===== src/rtl/uart_pkg.sv =====
// ============================================================================
// uart_pkg: shared UART types, parity codes and sizing helpers | rev 1.0
// ============================================================================
`default_nettype none

package uart_pkg;

  typedef enum logic [2:0] {
    ST_IDLE   = 3'd0,
    ST_START  = 3'd1,
    ST_DATA   = 3'd2,
    ST_PARITY = 3'd3,
    ST_STOP   = 3'd4
  } state_e;

  localparam int PAR_NONE = 0;
  localparam int PAR_EVEN = 1;
  localparam int PAR_ODD  = 2;

  function automatic int calc_div(input int freq, input int baud);
    return freq / baud;
  endfunction

  // Counter width for values 0..n-1, never narrower than one bit.
  function automatic int cnt_width(input int n);
    return (n <= 2) ? 1 : $clog2(n);
  endfunction

endpackage

`default_nettype wire


===== src/rtl/uart_baud_tick.sv =====
// ============================================================================
// uart_baud_tick: enable-gated divider, tick on the last clock of each period | rev 1.0
// ============================================================================
`default_nettype none

module uart_baud_tick
  import uart_pkg::*;
#(
  parameter int DIV = 11
) (
  input  logic clk,
  input  logic rst_n,
  input  logic en,
  output logic tick
);

  localparam int                 c_cnt_w = cnt_width(DIV);
  localparam logic [c_cnt_w-1:0] c_last  = c_cnt_w'(DIV - 1);

  logic [c_cnt_w-1:0] cnt_q;
  logic [c_cnt_w-1:0] cnt_d;

  // Held at zero while disabled so each frame starts a fresh bit period.
  always_comb begin
    cnt_d = cnt_q;
    if (!en) begin
      cnt_d = '0;
    end else if (cnt_q == c_last) begin
      cnt_d = '0;
    end else begin
      cnt_d = cnt_q + 1'b1;
    end
  end

  always_ff @(posedge clk or negedge rst_n) begin
    if (!rst_n) begin
      cnt_q <= '0;
    end else begin
      cnt_q <= cnt_d;
    end
  end

  assign tick = en && (cnt_q == c_last);

endmodule

`default_nettype wire


===== src/rtl/uart_tx_ctrl.sv =====
// ============================================================================
// uart_tx_ctrl: valid/ready byte framer driving a registered UART tx line | rev 1.0
// ============================================================================
`default_nettype none

module uart_tx_ctrl
  import uart_pkg::*;
#(
  parameter int CLK_FREQ  = 1000,
  parameter int BAUD      = 90,
  parameter int DATA_W    = 8,
  parameter int PARITY    = 0,
  parameter int STOP_BITS = 1
) (
  input  logic              clk,
  input  logic              rst_n,
  input  logic [DATA_W-1:0] tx_data,
  input  logic              tx_valid,
  output logic              tx_ready,
  output logic              tx,
  output logic              busy,
  output logic              bit_tick
);

  localparam int                 c_div       = calc_div(CLK_FREQ, BAUD);
  localparam int                 c_idx_w     = cnt_width(DATA_W);
  localparam logic [c_idx_w-1:0] c_last_idx  = c_idx_w'(DATA_W - 1);
  localparam logic               c_last_stop = (STOP_BITS == 2);

  if (c_div < 2) begin : g_chk_div
    $error("uart_tx_ctrl: CLK_FREQ/BAUD must be at least 2");
  end
  if (STOP_BITS != 1 && STOP_BITS != 2) begin : g_chk_stop
    $error("uart_tx_ctrl: STOP_BITS must be 1 or 2");
  end
  if (PARITY > PAR_ODD || PARITY < PAR_NONE) begin : g_chk_par
    $error("uart_tx_ctrl: PARITY must be 0, 1 or 2");
  end

  state_e              state_q;
  logic [DATA_W-1:0]   shift_q;
  logic [DATA_W-1:0]   shift_d;
  logic [c_idx_w-1:0]  idx_q;
  logic                stop_q;
  logic                par_q;
  logic                par_d;
  logic                tx_q;
  logic                ready_q;
  logic                busy_q;
  logic                tick;

  uart_baud_tick #(
    .DIV (c_div)
  ) u_baud (
    .clk   (clk),
    .rst_n (rst_n),
    .en    (busy_q),
    .tick  (tick)
  );

  assign shift_d = shift_q >> 1;
  // Parity is fixed at acceptance so later tx_data changes cannot leak in.
  assign par_d   = (^tx_data) ^ (PARITY == PAR_ODD);

  always_ff @(posedge clk or negedge rst_n) begin
    if (!rst_n) begin
      state_q <= ST_IDLE;
      shift_q <= '0;
      idx_q   <= '0;
      stop_q  <= 1'b0;
      par_q   <= 1'b0;
      tx_q    <= 1'b1;
      ready_q <= 1'b0;
      busy_q  <= 1'b0;
    end else begin
      case (state_q)
        ST_IDLE: begin
          if (tx_valid && ready_q) begin
            shift_q <= tx_data;
            par_q   <= par_d;
            tx_q    <= 1'b0;
            ready_q <= 1'b0;
            busy_q  <= 1'b1;
            state_q <= ST_START;
          end else begin
            ready_q <= 1'b1;
          end
        end
        ST_START: begin
          if (tick) begin
            state_q <= ST_DATA;
            idx_q   <= '0;
            tx_q    <= shift_q[0];
          end
        end
        ST_DATA: begin
          if (tick) begin
            if (idx_q == c_last_idx) begin
              if (PARITY != PAR_NONE) begin
                state_q <= ST_PARITY;
                tx_q    <= par_q;
              end else begin
                state_q <= ST_STOP;
                stop_q  <= 1'b0;
                tx_q    <= 1'b1;
              end
            end else begin
              idx_q   <= idx_q + 1'b1;
              shift_q <= shift_d;
              tx_q    <= shift_d[0];
            end
          end
        end
        ST_PARITY: begin
          if (tick) begin
            state_q <= ST_STOP;
            stop_q  <= 1'b0;
            tx_q    <= 1'b1;
          end
        end
        ST_STOP: begin
          if (tick) begin
            if (stop_q == c_last_stop) begin
              state_q <= ST_IDLE;
              ready_q <= 1'b1;
              busy_q  <= 1'b0;
            end else begin
              stop_q <= 1'b1;
            end
          end
        end
        default: begin
          state_q <= ST_IDLE;
          tx_q    <= 1'b1;
          ready_q <= 1'b0;
          busy_q  <= 1'b0;
        end
      endcase
    end
  end

  assign tx       = tx_q;
  assign tx_ready = ready_q;
  assign busy     = busy_q;
  assign bit_tick = tick;

endmodule

`default_nettype wire


===== config.mk =====
export PLATFORM = sky130hd
export DESIGN_NAME = uart_tx_ctrl
export DESIGN_NICKNAME = d
export VERILOG_FILES = /design/src/rtl/uart_pkg.sv /design/src/rtl/uart_baud_tick.sv /design/src/rtl/uart_tx_ctrl.sv
export SDC_FILE = /design/constraint.sdc
export NUM_CORES = 1
export LEC_CHECK = 0
export ABC_AREA = 1
export CAP_MARGIN = 10
export CORE_ASPECT_RATIO = 1.4
export CORE_MARGIN = 4
export CORE_UTILIZATION = 25
export DETAILED_ROUTE_END_ITERATION = 16
export GPL_TIMING_DRIVEN = 0
export PLACE_DENSITY = 0.44
export SETUP_SLACK_MARGIN = 0.4
export SYNTH_ARGS = -nofsm -noshare
export SYNTH_HDL_FRONTEND = slang
export SYNTH_SLANG_ARGS = --single-unit

===== constraint.sdc =====
create_clock -name clk -period 2.74 [get_ports clk]
set_clock_uncertainty 0.2 [all_clocks]
set_input_delay 0.685 -clock clk [delete_from_list [all_inputs] [get_ports clk]]
set_output_delay 0.685 -clock clk [all_outputs]
set_load 0.005 [all_outputs]

==> results by group, run 1 <==
Outcome
  – Status: completed

STA
  – Final Setup Violations: 0
  – Min cycle time layout: between 2000 and 2500 ps
  – RSZ-0062 raised after global routing: false
  – Tcrit/Tclk final: 81.51%
  – Fin. Hold Viols: 0
  – Slew Viols, Final: 0
  – Fmax: around 450 MHz
  – Worst rel slew slack: 31.52%
  – TNS Setup: 0 ps
  – Worst-Margin Slew: ~1000 ps

Drt
  – Number of nets with antenna violations after routing: 0
  – Final wirelength: 2.354 mm
  – Vias: 941
  – DRC: 0
  – DRT iter0 DRCs: 30
  – Pre-Repair DR Iteration Count: 4
  – DR WL/cell: 10.46 µm
  – Drt via density: 4.182

Clock network
  – Clk Tree Root Cell: clkbuf_8
  – Total CTS buffers: 3
  – CTS tree: built
  – CTS clk-pin slew, worst paths: ~80 ps
  – Clock sinks: 21
  – Worst skew pair latency: 260 ps
  – Clock Tree Buf Depth: 2
  – CTS H-tree depth: 1

Critical path
  – CP endpoint kind: primary output
  – CP Class: reg2out
  – Worst EP arrival: 1350 ps
  – WP data required: approximately 1900 ps
  – CP Launch Type: flop
  – Crit. Startpoint: u_baud.cnt_q[0]
  – RR Startpoint: u_baud.cnt_q[0]
  – Worst-path fanout max: 2
  – Reg2reg setup slack: 1030 ps
  – R2r endpoint: state_q[0]
  – Reg2Reg Depth: 8

Hold path
  – Hold EP: tx
  – Min-delay src: tx
  – Worst min path class: reg2reg
  – Number of stages on the worst hold path: 2

Cells and area
  – ANT cells: 0
  – Multi-input logic area: 555.5 µm²
  – # nets final: 181
  – Share of cells above drive strength 1: 14.55%
  – Sequential cell area: 526.8 µm²
  – Layout Area Growth over Synthesis: 25.74%
  – Fillers: 459

Logic synthesis
  – Mapped Cells: 143
  – Syn Nets: 158
  – Unique cell type count in the Yosys netlist: 24
  – Syn_area_per_cell: 7.953 µm²
  – Syn. warnings: 0
  – Synthesized area: ~1100 µm²
  – Synth Area in Simple Gates: 38.83%
  – XOR/XNOR share of the synthesized area: 1.540%
  – Proportion of synthesized chip area in sequential cells: 46.31%
  – #FFs+latches synth: 21
  – Post-Synth Adder-Cell Area: 4.400%
  – Compound-gate portion of the synthesized area: 3.850%
  – Largest family of logic cells by synthesized area: simple AND/OR/NAND/NOR gates
  – Mux contribution to synthesized area: 0%

Pwr
  – Total power: approximately 0.00054 W
  – Comb power frac: 4.9%
  – Leakage: 0.7114 nW
  – Clock power share: 37.8%
  – Sw frac: roughly a fifth
  – Pwr dens: 377.7 nW/µm²
  – Share of total power in sequential cells: a little under three fifths
  – Max rail drop VDD: 0.0001245 V
  – Int Pwr: 0.0004283 W
  – NetSw: ~0.00011 W

Placement
  – Port Buf Inserts: 14
  – Hpwl dp: 1.742 mm
  – Placer Congestion: 0.7635

GRT
  – Largest net degree at the start of global routing: 22
  – Grt ovf: 0
  – Vias in the first global route: 943
  – GRT Total Usage: 9.496%
  – First-pass GRT wire length: 4.167 mm
  – Initial antenna violation count: 0

Floorplanning
  – Placement Rows: 28
  – Die ar.: roughly 5700 µm²
  – Core area: 4309 µm²
  – Die W: 65.01 µm
  – Die Ht: between 80 and 90 µm
  – I/O pins: 15
  – Initial core utilization: around a quarter

Job
  – Max Cap Viol: 0
-- Yosys cell counts --
master / number / area (µm²)
dfrtp_1: 20 / 500.5
o21ai_0: 3 / 15.01
xnor2_1: 1 / 8.760
nand2_1: 61 / 229.0
nor3_1: 1 / 5.000
nand4_2: 1 / 12.51
nor2_4: 1 / 11.26
nand4_1: 3 / 18.77
dfstp_2: 1 / 26.28
o21ai_2: 1 / 8.760
nand2_4: 4 / 45.04
nor2_2: 1 / 6.260
inv_2: 2 / 7.510
nand3_2: 1 / 10.01
nand3_1: 15 / 75.07
xor2_1: 1 / 8.760
nor2_1: 6 / 22.52
a21oi_1: 1 / 5.000
nand2_2: 1 / 6.260
o21ai_1: 3 / 15.01
inv_1: 9 / 33.78
buf_6: 1 / 11.26
ha_1: 4 / 50.05
clkinv_2: 1 / 5.000
-- flip-flops by register name (all words and copies together) (netlist names) --
| register | count |
|---|---|
| idx_q | 3 |
| u_baud.cnt_q | 4 |
| tx | 1 |
| shift_q | 8 |
| busy | 1 |
| tx_ready | 1 |
| state_q | 3 |
-- cells in the final DEF, fill, tap and decap left out --
cell type,Yosys,final
nor2_1,6,6
nand3_1,15,15
clkbuf_8,0,3
nand2_2,1,1
inv_1,9,8
clkdlybuf4s15_1,0,1
nand4_1,3,3
dfrtp_1,20,20
buf_6,1,1
ha_2,0,1
buf_4,0,4
clkbuf_1,0,1
ha_1,4,3
o21ai_2,1,1
dfstp_2,1,1
nand2_1,61,61
clkdlybuf4s50_1,0,13
nand3_2,1,1
nor3_1,1,1
o21ai_0,3,3
nor2_2,1,1
o21ai_1,3,3
inv_2,2,3
nand2_4,4,4
xor2_1,1,1
nor2_4,1,1
xnor2_1,1,1
a21oi_1,1,1
nand4_2,1,1
clkinv_2,1,1
-- cell families (layout without fill, tap and decap cells) --
kind of cell | after synthesis | after routing
and+or+nand+nor | 95 | 95
DFF | 21 | 21
buffers and inverters | 13 | 35
AOI/OAI and AO/OA | 8 | 8
adders and majority gates | 4 | 4
xor gates and xnor gates | 2 | 2
-- per-layer routing --
metal | vias up | GRT usage, % | part of all wire [%]
li1 | 500 | - | -
met1 | 420 | 11.71 | 46
met2 | 19 | 15.55 | 49
met3 | 2 | 2.182 | 4.0
met4 | 0 | 4.615 | 0.98
met5 | - | 0 | 0
-- worst max-delay path: stages, from the launching register on --
cell	delay, ps
dfrtp_1	380
inv_1	60
ha_2	170
nand4_1	160
inv_2	100
clkdlybuf4s15_1	200
-- through the flow --
stage / worst slack [ps] / instances / cell area [µm²] / util (%) / hold slack (ps)
2_1_floorplan: 906.0 / 143 / 1137 / - / 189.4
3_3_place_gp: 189.7 / 217 / 1353 / 31.39 / 257.2
3_5_place_dp: 201.3 / 217 / 1353 / 31.39 / 255.4
5_1_grt: 417.5 / 225 / 1430 / 33.19 / 289.2
4_1_cts: 450.5 / 224 / 1419 / 32.93 / 269.2
6_report: 506.7 / 225 / 1430 / 33.19 / 267.8
-- worst max-delay path by stage --
stage	end	slack, ps	cells after the start
after detailed placement	bit_tick	200	5
after CTS	bit_tick	450	5
final	bit_tick	510	5
after global routing	bit_tick	420	5
after global placement	bit_tick	190	5
after floorplan	bit_tick	910	4
-- what timing repair did --
action                                  in CTS  in global routing
hold buffers                                 0                  0
endpoints found under the setup margin       1                  1
gates resized for setup                      2                  2
pin swaps                                    1                  0
buffers inserted                             3                  1
-- area by class of cell --
| type | count | area share (%) |
|---|---|---|
| repair buffers | 18 | 11.90 |
| well taps | 60 | 5.249 |
| multi-input cells | 109 | 38.85 |
| plain buffers | 1 | 0.7874 |
| inverters | 12 | 3.237 |
| clock buffers | 4 | 3.150 |
| flip-flops and latches | 21 | 36.83 |
-- power groups by stage --
| stage | clock [W] | combinational [W] | sequential (W) |
|---|---|---|---|
| floorplan | 0 | 0.00000530 | 0.000316 |
| global placement | 0 | 0.0000270 | 0.000316 |
| detailed placement | 0 | 0.0000269 | 0.000316 |
| CTS | 0.000216 | 0.0000270 | 0.000310 |
| global route | 0.000229 | 0.0000299 | 0.000310 |
| finish | 0.000204 | 0.0000262 | 0.000310 |
No activity file was read; power rests on OpenSTA's default activity.
==> inputs of run 2 (changes only) <==
--- a/config.mk
+++ b/config.mk
@@ -12,7 +12,7 @@
 export CORE_UTILIZATION = 25
 export DETAILED_ROUTE_END_ITERATION = 16
 export GPL_TIMING_DRIVEN = 0
-export PLACE_DENSITY = 0.44
+export PLACE_DENSITY = 0.46
 export SETUP_SLACK_MARGIN = 0.4
 export SYNTH_ARGS = -nofsm -noshare
 export SYNTH_HDL_FRONTEND = slang
==> constraint.sdc (replaced) <==
create_clock -name clk -period 1.8 [get_ports clk]
set_clock_uncertainty 0.2 [all_clocks]
set_input_delay 0.45 -clock clk [delete_from_list [all_inputs] [get_ports clk]]
set_output_delay 0.45 -clock clk [all_outputs]
set_load 0.005 [all_outputs]
==> run 2 against run 1 <==
Against the previous run: the flow now finishes with violations (negative hold slack, negative setup slack); hold slack worse by 310 ps; sequential power increased by 52%; clock-buffer cell count unchanged; via count is 11% higher; register-to-register slack worse by 960 ps; clock power grew 56%; sequential share of layout area is 6.5 points lower.
==> results by group, run 2 (synthesis gave the netlist of run 1 again) <==
Clock network
  – Clock Tree Buf Depth: 2
  – CTS tree: built
  – Total CTS buffers: 3
  – Clk Tree Root Cell: clkbuf_8
  – CTS H-tree depth: 1
  – CTS clk-pin slew, worst paths: 80 ps
  – Hold Buf Count CTS: 0
  – Clock sinks: 21
  – Worst skew pair latency: 260 ps

Drt
  – DRC: 0
  – Vias: roughly 1,000
  – DR WL/cell: 10.88 µm
  – Number of nets with antenna violations after routing: 0
  – Final wirelength: 2.601 mm
  – Drt via density: 4.360
  – Pre-Repair DR Iteration Count: 4
  – DRT iter0 DRCs: 33

GRT
  – Largest net degree at the start of global routing: 22
  – GRT Total Usage: 10.06%
  – Vias in the first global route: 1,027
  – First-pass GRT wire length: 4.491 mm
  – Initial antenna violation count: 0
  – Grt ovf: 0

Critical path
  – Worst EP arrival: 1250 ps
  – CP endpoint kind: primary output
  – CP Launch Type: flop
  – WP data required: roughly 1200 ps
  – CP Class: reg2out
  – Worst-path fanout max: 2

Cells and area
  – ANT cells: 0
  – Fin util: 40.48%
  – Fillers: 449
  – Commonest non-fill, non-tap cell in the layout: nand2_1
  – Max reg flops: 8
  – Sequential cell area: between 500 and 600 µm²
  – Largest registers: shift_q: 8 flops, u_baud.cnt_q: 4 flops
  – Multi-input logic area: 762.0 µm²
  – Share of cells above drive strength 1: 42.46%
  – # nets final: 195
  – Largest Register: shift_q
  – Commonest cells after routing, fill and taps aside: nand2_1, dfrtp_1, nand2_2
  – Layout Area Growth over Synthesis: 53.36%
  – Non-filler cells, final: 239

Floorplanning
  – Placement Rows: 28
  – I/O pins: 15
  – Initial core utilization: 26.39%
  – Die W: 65.01 µm
  – Die ar.: approximately 5700 µm²
  – Core area: 4309 µm²
  – Die Ht: slightly below 90 µm

Pwr
  – Leakage: 0.8124 nW
  – Pwr dens: ~480 nW/µm²
  – Total power: 0.0008286 W
  – Max rail drop VDD: 0.0001949 V

Placement
  – Hpwl dp: 1.736 mm
  – Port Buf Inserts: 14
  – Placer Congestion: 0.7991
  – Place WS: -474.0 ps
  – Post-Place Cells: 217

STA
  – Min cycle time layout: 1901 ps
  – Slew Viols, Final: 0
  – Tcrit/Tclk final: 105.6%
  – Final Setup Violations: 1
  – WHS: -42.17 ps
  – Worst-Margin Slew: 549.2 ps
  – RSZ-0062 raised after global routing: true
  – Worst rel slew slack: 63.38%
  – Post-layout worst setup margin: -101.1 ps
  – Fin. Hold Viols: 20
  – Fmax: 526.0 MHz

Job
  – Max Cap Viol: 0

Outcome
  – Violated checks: negative hold slack, negative setup slack
  – Status: finished, violations left

Hold path
  – Worst min path class: in2async
## run 2: changes by cell type in the layout (fill, tap and decap cells not counted), sizes merged
cell / before / now
clkdlybuf4s15: 1 / 0
nand2: 66 / 68
clkinv: 1 / 0
clkdlybuf4s50: 13 / 9
clkbuf: 4 / 5
buf: 5 / 21
inv: 11 / 12
## run 2: area by class of cell
class | count | area share [%]
plain buffers | 1 | 0.6456
flip-flops and latches | 21 | 30.34
repair buffers | 30 | 15.57
multi-input cells | 111 | 43.69
well taps | 60 | 4.304
clock buffers | 4 | 2.583
inverters | 12 | 2.869
## run 2: per-stage QoR
| step | instance area [µm²] | setup TNS, ps |
|---|---|---|
| 3_3_place_gp | 1378 | -3560 |
| 2_1_floorplan | 1162 | 0 |
| 6_report | 1744 | -101.1 |
| 4_1_cts | 1496 | -119.6 |
| 5_1_grt | 1744 | -170.6 |
| 3_5_place_dp | 1378 | -3921 |
## run 2: metal layers
| layer | track usage (%) | vias up | share of wire, % |
|---|---|---|---|
| li1 | - | 531 | - |
| met1 | 12.50 | 492 | 45 |
| met2 | 16.57 | 15 | 50 |
| met3 | 2.182 | 4 | 3.2 |
| met4 | 4.615 | 0 | 1.5 |
| met5 | 0 | - | 0 |
## run 2: worst paths after layout
| path | startpoint | to | slack [ps] | depth (start not counted) |
|---|---|---|---|---|
| max | u_baud.cnt_q[0] | bit_tick | -100 | 5 |
| min | rst_n | u_baud.cnt_q[3] | -40 | 1 |
| max reg2reg | u_baud.cnt_q[0] | state_q[2] | 70 | 9 |
| min reg2reg | tx | tx | 250 | 2 |
| max in group asynchronous | rst_n | state_q[2] | 1040 | 1 |
| min in group clk | tx | tx | 250 | 2 |
## run 2: repair_timing
action	4_1_cts	5_1_grt
gates cloned	0	2
pin swaps	3	21
endpoints found under the setup margin	42	41
buffers inserted	7	9
gates resized for setup	25	45
## run 2: worst max-delay path, stage by stage, from the launching register on
cell and delay (ps):
dfrtp_1 380, inv_1 60, ha_2 170, nand4_1 160
inv_2 120, buf_6 90
## run 2: report_power, final
group | internal, W | switching (W)
sequential | 0.000471 | 0
combinational | 0.0000217 | 0.0000178
clock | 0.000158 | 0.000160
total | 0.000651 | 0.000178
==> inputs of run 3 (changes only) <==
--- a/config.mk
+++ b/config.mk
@@ -16,4 +16,5 @@
 export SETUP_SLACK_MARGIN = 0.4
 export SYNTH_ARGS = -nofsm -noshare
 export SYNTH_HDL_FRONTEND = slang
+export SYNTH_HIERARCHICAL = 1
 export SYNTH_SLANG_ARGS = --single-unit
==> run 3 against run 2 <==
Against the previous run: non-clock buffer count is 2 lower; sequential share of layout area rose by 2.6 points; the run ends with negative hold slack left; largest power group unchanged; total power is essentially flat.
==> results by group, run 3 <==
Cells and area
  – Largest registers: shift_q: 8 flops, u_baud/cnt_q: 4 flops
  – Max reg flops: 8
  – Layout Area Growth over Synthesis: 38.32%
  – Commonest cells after routing, fill and taps aside: nand2_1, dfrtp_1, nand3_1
  – ANT cells: 0
  – Largest Register: shift_q
  – Share of cells above drive strength 1: 27.96%
  – Commonest non-fill, non-tap cell in the layout: nand2_1
  – # nets final: between 200 and 250
  – Design area: 1608 µm²

Logic synthesis
  – Post-synth top area cell: dfrtp_1
  – List of most frequent post-synthesis cells: nand2_1, dfrtp_1, nand3_1
  – Most common cell in the netlist: nand2_1
  – Mapped Cells: 153
  – Main synth FF type: dfrtp_1
  – Synth top area cells: dfrtp_1, nand2_1, nand3_1
  – Proportion of synthesized chip area in sequential cells: 45.32%
  – Top cell type's share of synthesized area: between 40% and 50%
  – Syn. warnings: 6
  – Syn Nets: 169
  – FFs w/ async S/R, synth: 100.0%
  – Syn_area_per_cell: approximately 7.6 µm²
  – Synthesized area: 1162 µm²
  – Unique cell type count in the Yosys netlist: 20
  – Post-synth EDFFs: 0
  – #FFs+latches synth: 21

Critical path
  – CP max stage delay: 380 ps
  – Cell family with most CP delay: flip-flops
  – CP Cell Sequence: inv_1 > ha_2 > nand2_4 > nor2_4 > buf_2
  – CP Class: reg2out
  – Worst EP arrival: 1130 ps
  – WP data required: 1150 ps
  – Buf/Inv on CP: 2
  – CP Launch Type: flop
  – CP endpoint kind: primary output
  – Worst-path fanout max: 2
  – Worst path slowest cell: dfrtp_1

Floorplanning
  – I/O pins: 15
  – Die Ht: 88.68 µm
  – Die ar.: 5820 µm²
  – Placement Rows: 29
  – Die W: 65.63 µm
  – Core area: 4499 µm²
  – Initial core utilization: about a quarter

Hold path
  – Worst min path class: in2async

Drt
  – DRT iter0 DRCs: 27
  – DR WL/cell: 10.31 µm
  – Pre-Repair DR Iteration Count: 5
  – Vias: about 1,100
  – Number of nets with antenna violations after routing: 0
  – DRC: 0
  – Final wirelength: 2.556 mm
  – Drt via density: 4.278

GRT
  – First-pass GRT wire length: 4.795 mm
  – Vias in the first global route: between 1,000 and 1,500
  – Grt peak-use layer: met2
  – Largest net degree at the start of global routing: 22
  – Initial antenna violation count: 0
  – GR Util met3: 2.033%
  – Grt ovf: 0
  – M1 GR Usage: 13.05%
  – GRT Total Usage: 10.56%
  – Met2 Resource Use GR: 17.79%

Clock network
  – CTS tree: built
  – Hold Buf Count CTS: 0
  – Total CTS buffers: 3
  – CTS H-tree depth: 1
  – Clock sinks: 21
  – Worst skew pair latency: 260 ps
  – Clk Tree Root Cell: clkbuf_8
  – CTS clk-pin slew, worst paths: around 80 ps
  – Clock Tree Buf Depth: 2

STA
  – Worst rel slew slack: 64.36%
  – RSZ-0062 raised after global routing: true
  – Post-layout worst setup margin: 16.38 ps
  – Tcrit/Tclk final: 99.09%
  – Fmax: 560.7 MHz
  – Worst-Margin Slew: 534.7 ps
  – Fin. Hold Viols: 20
  – Min cycle time layout: between 1500 and 2000 ps
  – WHS: -48.98 ps
  – Final Setup Violations: 0
  – Slew Viols, Final: 0

Outcome
  – Status: finished, violations left
  – Violated checks: negative hold slack

Placement
  – Hpwl dp: 1.820 mm
  – Port Buf Inserts: 14
  – Placer Congestion: 0.7463
  – Placement Cell Area: 1388 µm²
  – Place WS: -215.0 ps

Pwr
  – Max rail drop VDD: approximately 0.00040 V
  – Pwr dens: 515.6 nW/µm²
  – Leakage: 0.8161 nW

Job
  – Max Cap Viol: 0
-- run 3: cell types whose count changed after synthesis, sizes merged --
cell | before | now
nand3 | 16 | 21
inv | 11 | 15
nand2 | 66 | 69
nand4 | 4 | 1
o21ai | 7 | 9
buf | 1 | 0
clkinv | 1 | 0
ha | 4 | 5
nand3b | 0 | 1
nor2 | 8 | 9
nor3 | 1 | 0
xor2 | 1 | 0
-- run 3: area by class of cell --
class                           instances  area (µm²)
Fill cell                             501        2892
Clock buffer                            3       41.29
Tap cell                               62       77.57
Clock inverter                          1       7.507
Sequential cell                        21       529.3
Timing Repair Buffer                   29       246.5
Multi-Input combinational cell        117       641.9
Inverter                               15       63.81
-- run 3: final timing paths --
kind | slack (ps) | to | cells after the start | start
worst max register to register | 90 | shift_q[7] | 12 | u_baud/cnt_q[0]
worst min register to register | 280 | shift_q[3] | 2 | shift_q[3]
worst min-delay path | -50 | shift_q[7] | 1 | rst_n
min in group clk | 280 | shift_q[3] | 2 | shift_q[3]
max in group asynchronous | 1060 | state_q[2] | 1 | rst_n
worst max-delay path | 20 | bit_tick | 5 | u_baud/cnt_q[0]
-- run 3: logic make-up after synthesis --
group                    Yosys count  share of synthesized area (%)
AO/OA/AOI/OAI                     10                          5.274
XOR/XNOR                           1                         0.7536
adder cells (fa/ha/maj)            5                          5.382
buffers and inverters             15                          4.844
flip-flops                        21                          45.32
AND/OR/NAND/NOR                  101                          38.43
-- run 3: metal layers --
| metal | up-vias | part of all wire [%] |
|---|---|---|
| met5 | - | 0 |
| met4 | 0 | 1.5 |
| met3 | 4 | 3.8 |
| met2 | 24 | 52 |
| met1 | 476 | 43 |
| li1 | 557 | - |
-- run 3: power by group --
part	switching [W]	total (W)	internal [W]
clock network	0.000164	0.000320	0.000156
logic	0.0000157	0.0000375	0.0000218
registers	0	0.000471	0.000471
total	0.000180	0.000829	0.000649
-- run 3: worst register-to-register path: stages, from the launching register on --
cell and delay [ps]:
dfrtp_1 380, inv_1 60, ha_2 180, nand2_4 60, nor2_4 80, buf_4 140
inv_4 50, nand3_1 90, nand2_2 70, inv_4 90, nand2_4 90, nand2_1 70
nand2_1 50
-- run 3: what timing repair did --
action,4_1_cts,5_1_grt
gates resized for setup,34,10
setup buffers,14,1
pin swaps,6,1
endpoints found under the hold margin,0,13
setup endpoints to repair,42,41
-- run 3: stage by stage --
| stage | hold WS [ps] | total power (W) | std cells | setup TNS [ps] | util, % |
|---|---|---|---|---|---|
| after floorplan | -45.59 | 0.0004890 | 153 | 0 | - |
| after global placement | 257.2 | 0.0005208 | 229 | -2878 | 30.84 |
| after detailed placement | 258.8 | 0.0005210 | 229 | -3154 | 30.84 |
| after CTS | 279.0 | 0.0008457 | 247 | -17.33 | 35.23 |
| after global routing | -2.122 | 0.0008742 | 248 | -146.7 | 35.73 |
| final | -48.98 | 0.0008291 | 248 | 0 | 35.73 |
